### src/rtl/n64_joybus_tx_if.sv
// n64_joybus_tx_if
//   Bundles the command-side request signals and the transmitter status/line
//   signals of the Joybus command transmitter.
//
//   Signals:
//     start     - request to send a frame (master -> slave)
//     num_bytes - frame length, 1..MAX_BYTES (master -> slave)
//     tx_data   - frame bytes, byte i at tx_data[8*(MAX_BYTES-i)-1 -: 8]
//     busy      - frame on the line (slave -> master)
//     data_out  - serial line level, idle high (slave -> master)
//     done      - one-cycle pulse when the stop bit completes
//     err       - one-cycle pulse when a start is rejected
//
//   Handshake: start is a level request that is only looked at while the
//   transmitter is idle (busy=0). A start with a legal length is accepted on
//   that clock edge and busy rises on the next. A start with an illegal length
//   returns an err pulse instead. A start seen while busy is ignored. The
//   transmitter returns to idle with a single done pulse, and a start held
//   high during that done cycle is accepted on the following edge.
interface n64_joybus_tx_if #(
    parameter int MAX_BYTES = 4,
    parameter int LEN_W     = 3
);
    logic                   start;
    logic [LEN_W-1:0]       num_bytes;
    logic [8*MAX_BYTES-1:0] tx_data;
    logic                   busy;
    logic                   data_out;
    logic                   done;
    logic                   err;

    modport master (
        output start, num_bytes, tx_data,
        input  busy, data_out, done, err
    );

    modport slave (
        input  start, num_bytes, tx_data,
        output busy, data_out, done, err
    );
endinterface

### src/rtl/n64_joybus_tx.sv
// n64_joybus_tx
//   Serialises a console command frame of 1..MAX_BYTES bytes onto the N64
//   controller data line, MSB first, byte 0 first, then appends the console
//   stop bit. Every bit cell is T_BIT clocks: low for T_LOW, the data value
//   up to T_DATA, then high. The stop bit is T_LOW low followed by high up to
//   T_STOP clocks in total.
//
//   Ports:
//     clk       - system clock
//     reset     - asynchronous active-high reset
//     bus       - n64_joybus_tx_if.slave (start/num_bytes/tx_data in,
//                 busy/data_out/done/err out)
//     dbg_state - current FSM state (0=IDLE, 1=DATA, 2=STOP)
module n64_joybus_tx #(
    parameter int MAX_BYTES = 4,
    parameter int LEN_W     = 3,
    parameter int T_LOW     = 100,
    parameter int T_DATA    = 300,
    parameter int T_BIT     = 400,
    parameter int T_STOP    = 200,
    parameter int CNT_W     = 9
) (
    input  logic                 clk,
    input  logic                 reset,
    n64_joybus_tx_if.slave       bus,
    output logic [1:0]           dbg_state
);
    localparam int TOT_BITS = 8 * MAX_BYTES;
    localparam int IDX_W    = (TOT_BITS > 1) ? $clog2(TOT_BITS) : 1;

    localparam logic [CNT_W-1:0] T_LOW_C    = CNT_W'(T_LOW);
    localparam logic [CNT_W-1:0] T_DATA_C   = CNT_W'(T_DATA);
    localparam logic [CNT_W-1:0] T_BIT_END  = CNT_W'(T_BIT - 1);
    localparam logic [CNT_W-1:0] T_STOP_END = CNT_W'(T_STOP - 1);
    localparam logic [LEN_W-1:0] MAX_LEN_C  = LEN_W'(MAX_BYTES);
    localparam logic [IDX_W-1:0] TOP_IDX    = IDX_W'(TOT_BITS - 1);

    typedef enum logic [1:0] {
        IDLE = 2'd0,
        DATA = 2'd1,
        STOP = 2'd2
    } state_t;

    state_t                state_q, state_n;
    logic [CNT_W-1:0]      cnt_q, cnt_n;
    logic [IDX_W-1:0]      idx_q, idx_n;
    logic [IDX_W-1:0]      last_q, last_n;
    logic [TOT_BITS-1:0]   data_q;
    logic                  load;
    logic                  len_ok;
    logic                  done_n, err_n, line_n;
    logic                  busy_q, line_q, done_q, err_q;

    assign len_ok = (bus.num_bytes != '0) && (bus.num_bytes <= MAX_LEN_C);
    // Index of the final bit of the frame, 8*num_bytes-1.
    assign last_n = IDX_W'({bus.num_bytes, 3'b000} - 1);

    always_comb begin
        state_n = state_q;
        cnt_n   = cnt_q;
        idx_n   = idx_q;
        load    = 1'b0;
        done_n  = 1'b0;
        err_n   = 1'b0;
        case (state_q)
            IDLE: begin
                if (bus.start) begin
                    if (len_ok) begin
                        load    = 1'b1;
                        state_n = DATA;
                        cnt_n   = '0;
                        idx_n   = '0;
                    end else begin
                        err_n = 1'b1;
                    end
                end
            end
            DATA: begin
                if (cnt_q == T_BIT_END) begin
                    cnt_n = '0;
                    if (idx_q == last_q) begin
                        state_n = STOP;
                        idx_n   = '0;
                    end else begin
                        idx_n = idx_q + IDX_W'(1);
                    end
                end else begin
                    cnt_n = cnt_q + CNT_W'(1);
                end
            end
            STOP: begin
                if (cnt_q == T_STOP_END) begin
                    state_n = IDLE;
                    cnt_n   = '0;
                    done_n  = 1'b1;
                end else begin
                    cnt_n = cnt_q + CNT_W'(1);
                end
            end
            default: state_n = IDLE;
        endcase
    end

    // The line level is registered, so it is derived from the next cell
    // position. On the accepting edge cnt_n is 0, which drives low before
    // data_q is loaded, so the stale shift data is never visible.
    always_comb begin
        line_n = 1'b1;
        case (state_n)
            DATA: begin
                if (cnt_n < T_LOW_C)
                    line_n = 1'b0;
                else if (cnt_n < T_DATA_C)
                    line_n = data_q[TOP_IDX - idx_n];
                else
                    line_n = 1'b1;
            end
            STOP:    line_n = (cnt_n >= T_LOW_C);
            default: line_n = 1'b1;
        endcase
    end

    always_ff @(posedge clk or posedge reset) begin
        if (reset) begin
            state_q <= IDLE;
            cnt_q   <= '0;
            idx_q   <= '0;
            last_q  <= '0;
            data_q  <= '0;
            busy_q  <= 1'b0;
            line_q  <= 1'b1;
            done_q  <= 1'b0;
            err_q   <= 1'b0;
        end else begin
            state_q <= state_n;
            cnt_q   <= cnt_n;
            idx_q   <= idx_n;
            if (load) begin
                data_q <= bus.tx_data;
                last_q <= last_n;
            end
            busy_q <= (state_n != IDLE);
            line_q <= line_n;
            done_q <= done_n;
            err_q  <= err_n;
        end
    end

    assign bus.busy     = busy_q;
    assign bus.data_out = line_q;
    assign bus.done     = done_q;
    assign bus.err      = err_q;
    assign dbg_state    = state_q;
endmodule

### src/flat_wrapper.sv
// flat-port wrapper written by rule: the top's interface ports become plain ports
module n64_joybus_tx_flat 
#(
    parameter int MAX_BYTES = 4,
    parameter int LEN_W     = 3,
    parameter int T_LOW     = 100,
    parameter int T_DATA    = 300,
    parameter int T_BIT     = 400,
    parameter int T_STOP    = 200,
    parameter int CNT_W     = 9
)
  (clk, reset, dbg_state, bus_start, bus_num_bytes, bus_tx_data, bus_busy, bus_data_out, bus_done, bus_err);
  n64_joybus_tx_if #(.MAX_BYTES(MAX_BYTES), .LEN_W(LEN_W)) bus_i ();
  input  logic clk;
  input  logic reset;
  output logic [1:0] dbg_state;
  input wire logic [$bits(bus_i.start)-1:0] bus_start;
  input wire logic [$bits(bus_i.num_bytes)-1:0] bus_num_bytes;
  input wire logic [$bits(bus_i.tx_data)-1:0] bus_tx_data;
  output wire logic [$bits(bus_i.busy)-1:0] bus_busy;
  output wire logic [$bits(bus_i.data_out)-1:0] bus_data_out;
  output wire logic [$bits(bus_i.done)-1:0] bus_done;
  output wire logic [$bits(bus_i.err)-1:0] bus_err;
  assign bus_i.start = bus_start;
  assign bus_i.num_bytes = bus_num_bytes;
  assign bus_i.tx_data = bus_tx_data;
  assign bus_busy = bus_i.busy;
  assign bus_data_out = bus_i.data_out;
  assign bus_done = bus_i.done;
  assign bus_err = bus_i.err;
  n64_joybus_tx #(.MAX_BYTES(MAX_BYTES), .LEN_W(LEN_W), .T_LOW(T_LOW), .T_DATA(T_DATA), .T_BIT(T_BIT), .T_STOP(T_STOP), .CNT_W(CNT_W)) u_core (.clk(clk), .reset(reset), .bus(bus_i), .dbg_state(dbg_state));
endmodule
### config.mk
export PLATFORM = sky130hd
export DESIGN_NAME = n64_joybus_tx_flat
export DESIGN_NICKNAME = d
export VERILOG_FILES = /design/src/rtl/n64_joybus_tx_if.sv /design/src/rtl/n64_joybus_tx.sv /design/src/flat_wrapper.sv
export SDC_FILE = /design/constraint.sdc
export NUM_CORES = 1
export LEC_CHECK = 0
export CAP_MARGIN = 15
export CORE_MARGIN = 3
export CORE_UTILIZATION = 45
export DETAILED_ROUTE_END_ITERATION = 7
export PLACE_DENSITY = 0.74
export SLEW_MARGIN = 20
export SYNTH_ARGS = -nofsm -noshare
export SYNTH_HDL_FRONTEND = slang
export SYNTH_SLANG_ARGS = --single-unit
### constraint.sdc
create_clock -name clk -period 3.2 [get_ports clk]
set_input_delay 0.64 -clock clk [delete_from_list [all_inputs] [get_ports clk]]
set_output_delay 0.64 -clock clk [all_outputs]
set_load 0.005 [all_outputs]
==> metrics, run 1 <==
status=finished, final reports clean; clock buffer count from CTS=5; Worst-Margin Slew=0.4397 ns; Metal-1 WL=2751 um; highest routed layer=met4; Crit. End Element=register; CP startpoint=bus_num_bytes[0]; H-tree levels=2; most frequent cells in the layout=54 x dfrtp_1, 43 x clkdlybuf4s50_1, 36 x mux2_2; Mapped Area=2998 sq um; Place WS=-0.1567 ns; Initial Util=46.94%; crit path kind=in2reg; Setup Viol. Count Final=0; Root Buffer=clkbuf_8; Residual DRC=0; Max Clock Freq=0.3350 GHz; Detail Route met3 WL=302 um; Yosys warnings=0; metal2 WL=3021 um; DIE AREA=7677 sq um; vias=2269; First DRT Iteration DRCs=97; Slew Limit Fails=0; CP max stage delay=0.48 ns; Critical-path top delay cell=clkdlybuf4s50_1; Die Y=87.62 um; register area=1378 sq um; CTS max path bufs=2; ratio of cells with drive above 1 in the final layout=24.10%; r2r startpoint=u_core.cnt_q[0]; ys flop type=dfrtp_1; die width=87.62 um; post-DP HPWL=4600 um; Ports=44; first-pass GRT wire length=10690 um; post-layout minimum cycle time=2.985 ns; Synth Register Bits=55; vias in the first global route=2340; Worst Hold Class=reg2reg; Synthesized Nets=315; commonest non-fill, non-tap cell in the layout=dfrtp_1; Routed WL=6167 um; clk slew on worst S/H paths=0.10 ns; DR WL/cell=15.08 um; crit path max fanout=9; VDD IR-drop max=0.0002359 V; GRT Residual Overflow=0; Max-Cap Viols=0; cell depth of the worst hold path=1; average cell area after synthesis=11.06 sq um; Clock Skew=0.006248 ns; overall global routing resource usage=17.28%; core box area=6386 sq um; PortBufs=43; asr flop ratio synth=100.0%; Post-Syn Instances=271; unrepaired setup endpoints after global routing=no; r2r worst-path depth=10; Slew HR=70.37%; CTS tree=done; NumNets Final=375; CP cell instances=clkdlybuf4s50_1 > inv_1 > ha_1 > xnor2_2 > nand3_1 > a31oi_2 > buf_4 > mux2_2 > o221ai_2 > a211oi_1 > and4b_1 > a32oi_1; Initial DRT Pass Iterations=4; final cycle utilization of the critical path=93.27%; num rows=29; Seq/Total Area, Yosys=45.95%; multi-input logic area=1523 sq um; post-synthesis cell type count=58; count of final hold-check violations=0; vias per cell=5.548; LEAKAGE=1.773 nW; largest net degree at the start of global routing=56; Crit path arrival time=3.22 ns; setup slack, reg-to-reg=0.34 ns; diode count=0; WP data required=3.43 ns; DRT antenna net count=0; # fillers=537; setup ws final=0.2152 ns; antenna violations before repair=0; pwr dens=330.9 nW/um^2; number of synthesized flops with an enable pin=0; worst hold start=u_core.data_q[24]; Synth-to-Final Area Change=25.00%; placed insts=401; final std cells w/o fill=409; Final GP Congestion=0.8309; later-pin clock latency in the skew report=0.31 ns; Post CTS Setup Buffer Count=0; clock sinks=55; CP startpoint kind=primary input
[logic make-up (layout without fill, tap and decap cells)]
group	count (synthesis)	in the layout	share of synthesized area, %
and+or+nand+nor	76	76	13.40
AOI/OAI and AO/OA	59	59	14.94
DFF	55	55	45.95
muxes	50	50	18.36
buffers and inverters	22	83	3.965
adders and majority gates	6	6	2.504
xor gates and xnor gates	3	3	0.8766
[cell usage after synthesis, types with 2 or more instances]
cell / n / area, sq um
clkbuf_1: 2 / 7.510
and2_1: 2 / 12.51
nand3_1: 8 / 40.04
and4b_1: 2 / 20.02
nand4_1: 4 / 25.02
mux2_2: 36 / 405.4
dfrtp_1: 54 / 1351
ha_1: 6 / 75.07
nor3_1: 3 / 15.01
xnor2_1: 3 / 26.28
nor2_1: 9 / 33.78
a21o_1: 2 / 15.01
nand2b_1: 4 / 25.02
inv_1: 13 / 48.80
buf_1: 2 / 7.510
o31ai_1: 2 / 15.01
and3_1: 3 / 18.77
o21ai_1: 4 / 20.02
mux2i_1: 13 / 130.1
or3_1: 2 / 12.51
a31oi_1: 3 / 18.77
a21oi_1: 10 / 50.05
buf_6: 2 / 22.52
nand2_1: 27 / 101.4
a211oi_1: 6 / 45.04
nor2b_1: 6 / 37.54
a32oi_1: 2 / 17.52
o21ai_0: 11 / 55.05
[worst max-delay path: cells and delay by family]
family	cells	cell delay, ns
buf+inv	3	0.72
compound gates	4	0.57
simple gates	2	0.47
mux	1	0.36
xor+xnor	1	0.23
fa+ha+maj	1	0.22
[timing repair]
action,CTS,global route
endpoints found under the setup margin,0,1
hold buffers,0,0
gates resized for setup,0,3
[path summary, 6_finish.rpt]
check | to
worst max-delay path | u_core.bus.data_out
max in group asynchronous | u_core.bus.data_out
worst min-delay path | u_core.data_q[24]
min in group asynchronous | u_core.data_q[28]
worst min register to register | u_core.data_q[24]
worst max register to register | u_core.bus.data_out
[where the power goes]
group | leakage [nW] | switching, mW | internal, mW
Sequential | 0.719 | 0 | 0.695
Combinational | 0.996 | 0.0235 | 0.0459
Clock | 0.0587 | 0.238 | 0.238
[registers in the layout (all words and copies together) (netlist names)]
signal and count:
u_core.idx_q 5, u_core.bus.data_out 1, u_core.bus.done 1, u_core.data_q 32, u_core.cnt_q 9, u_core.last_q 3, u_core.dbg_state 2, u_core.bus.busy 1
u_core.bus.err 1
[layout make-up]
class | instances | area share (%)
flip-flops and latches | 55 | 36.76
repair buffers | 62 | 15.63
inverters | 13 | 1.302
clock inverters | 3 | 1.269
clock buffers | 5 | 1.836
multi-input cells | 194 | 40.63
well taps | 77 | 2.571
[stage by stage]
stage	total power, mW	instance area, sq um	TNS (ns)	util [%]	hold WS [ns]
floorplan	0.7220	2998	0	-	0.4695
global placement	0.7775	3610	-0.06312	56.52	0.4859
detailed placement	0.7775	3610	-0.1567	56.52	0.4867
CTS	1.255	3726	0	58.35	0.5088
global route	1.290	3747	0	58.68	0.5312
finish	1.240	3747	0	58.68	0.5092
[metal layers]
layer | vias up | GRT usage, %
met5 | - | 0
met4 | 0 | 5.718
met3 | 12 | 3.198
met2 | 59 | 28.15
met1 | 1083 | 23.26
li1 | 1115 | -
Power figures use the tool's default switching activity.
==> run 2: changes to the inputs <==
Settings changed: CELL_PAD_IN_SITES_DETAIL_PLACEMENT from default to 1, CELL_PAD_IN_SITES_GLOBAL_PLACEMENT from default to 1, CORE_UTILIZATION 45 to 43, PLACE_DENSITY 0.74 to 0.86.
==> run 2 against run 1 <==
Net effect:
- critical path depth up 1
- die area grew 4.3%
- via count rose by 3.4%
- global-route usage is 3.5 points higher
- combinational power grew 3.5%
- clock power is 14% lower
- routed wire length rose by 24%
- critical endpoint unchanged
- flip-flop and latch count is the same
- final cell count increased by 3.2%
- count of clock-buffer cells in the layout is the same
- sequential power about the same
- largest power group unchanged
- utilization is 1.8 points lower
==> metrics, run 2 (synthesis gave the netlist of run 1 again) <==
status=finished, final reports clean; Fin Setup TNS=0 ns (unchanged); CP startpoint=bus_num_bytes[0]; max reg flops=32 (unchanged); crit path kind=in2reg; Die Y=89.50 um (+2.1%); Slew Limit Fails=0 (unchanged); diode count=0 (unchanged); antenna violations before repair=0 (unchanged); Worst-Margin Slew=0.6427 ns (+0.2030 ns); Max Clock Freq=0.3298 GHz (-1.6%); r2r startpoint=u_core.cnt_q[0]; PortBufs=43 (unchanged); crit path max fanout=9 (unchanged); GRT Residual Overflow=0 (unchanged); Residual DRC=0 (unchanged); RR Endpoint=u_core.bus.data_out; num rows=29 (unchanged); core box area=6568 sq um (+2.8%); Final GP Congestion=0.8467 (+1.9%); # fillers=721 (+34%); most frequent cells in the layout=54 x dfrtp_1, 43 x clkdlybuf4s50_1, 36 x mux2_2; setup slack, reg-to-reg=0.23 ns (-0.11 ns); pwr dens=314.5 nW/um^2 (-4.9%); Worst setup endpoint=u_core.bus.data_out; Routed WL=7643 um (+24%); First DRT Iteration DRCs=95 (-2.1%); Biggest register=u_core.data_q; final std cells w/o fill=422 (+3.2%); Post CTS Setup Buffer Count=0 (unchanged); H-tree levels=2 (unchanged); unrepaired setup endpoints after global routing=no; CTS tree=done; vias=2347 (+3.4%); VDD IR-drop max=0.0001588 V (-33%); Initial Util=45.65% (-1.3 points); register area=1378 sq um (unchanged); Max-Cap Viols=0 (unchanged); Synth-to-Final Area Change=24.54%; die width=89.50 um (+2.1%); CTS max path bufs=2 (unchanged); multi-input logic area=1524 sq um (about the same); total power=1.174 mW (-5.3%); post-DP HPWL=5812 um (+26%); final cycle utilization of the critical path=94.74% (+1.5 points); placed insts=414 (+3.2%); count of final hold-check violations=0 (unchanged); clock buffer count from CTS=5 (unchanged); clock sinks=55 (unchanged); Crit path arrival time=3.26 ns (+0.04 ns); commonest non-fill, non-tap cell in the layout=dfrtp_1; vias per cell=5.562 (+0.25%); overall global routing resource usage=20.74% (+3.5 points); Ports=44 (unchanged); worst hold start=u_core.data_q[20]; first-pass GRT wire length=12710 um (+19%); r2r worst-path depth=10 (unchanged); Initial DRT Pass Iterations=4 (unchanged); Root Buffer=clkbuf_8; CP startpoint kind=primary input; DIE AREA=8009 sq um (+4.3%); Slew HR=57.09% (-13 points); largest net degree at the start of global routing=31 (-45%); LEAKAGE=1.760 nW (-0.73%); Regs by FF count=u_core.data_q (32), u_core.cnt_q (9), u_core.idx_q (5); vias in the first global route=2644 (+13%); ratio of cells with drive above 1 in the final layout=23.71% (-0.39 points); post-layout minimum cycle time=3.032 ns (+0.04704 ns); post-cts resize count=0 (unchanged); DRT antenna net count=0 (unchanged); DR WL/cell=18.11 um (+20%); Setup Viol. Count Final=0 (unchanged); NumNets Final=372 (-0.80%); Crit. End Element=register; clk slew on worst S/H paths=0.11 ns (about the same); Clock Skew=0.009784 ns (+0.003537 ns); CTS Hold Bufs=0 (unchanged); Worst Hold Class=reg2reg; WP data required=3.43 ns (about the same); later-pin clock latency in the skew report=0.32 ns (about the same)
[run 2: critical path, stage by stage]
cell	delay (ns)
clkdlybuf4s50_1	0.48
inv_1	0.05
ha_1	0.21
xnor2_2	0.16
buf_4	0.14
a31oi_1	0.30
nand2_1	0.15
o211ai_4	0.18
nor2b_1	0.21
o221ai_2	0.12
a211oi_1	0.18
and4b_1	0.22
a32oi_1	0.21
[run 2: through the flow]
stage          setup slack [ns]  hold slack (ns)  utilization [%]  instance area [sq um]
2_1_floorplan            0.4100           0.4695                -                   2998
3_3_place_gp           -0.09553           0.4803            55.19                   3625
3_5_place_dp            -0.2265           0.4898            55.19                   3625
4_1_cts                  0.1010           0.5234            56.58                   3716
5_1_grt                 0.01035           0.5468            56.85                   3734
6_report                 0.1682           0.5230            56.85                   3734
[run 2: cell type report]
class                   instances  area share (%)
clock buffers                   5           1.843
clock inverters                 3          0.6032
inverters                      13           1.307
multi-input cells             194           40.82
flip-flops and latches         55           36.90
well taps                      93           3.117
repair buffers                 59           15.42
[run 2: how the worst min path moves through the flow]
stage / to / slack, ns / cells after the start
after floorplan: u_core.last_q[2] / 0.47 / 1
after global placement: u_core.data_q[24] / 0.48 / 1
after detailed placement: u_core.data_q[24] / 0.49 / 1
after CTS: u_core.data_q[20] / 0.52 / 1
after global routing: u_core.data_q[21] / 0.55 / 1
final: u_core.data_q[20] / 0.52 / 1
[run 2: routing by layer]
layer	track usage, %	vias up	part of all wire, %	wire (um)
met3	3.226	11	3.6	278
met5	0	-	0	0
met1	25.15	1180	42	3218
li1	-	1097	-	-
met4	4.601	0	0.93	71
met2	38.51	59	53	4075
[run 2: where the power goes]
group / switching (mW) / internal, mW / leakage [nW] / total [mW]
logic: 0.0252 / 0.0466 / 0.993 / 0.0718
registers: 0 / 0.695 / 0.719 / 0.695
clock network: 0.249 / 0.159 / 0.0489 / 0.408
total: 0.274 / 0.900 / 1.76 / 1.17
==> run 3: changes to the inputs <==
Settings changed: GPL_ROUTABILITY_DRIVEN from default to 0.
==> results of run 3 <==
Final layout, timing and power as in run 2 (identical DEF).
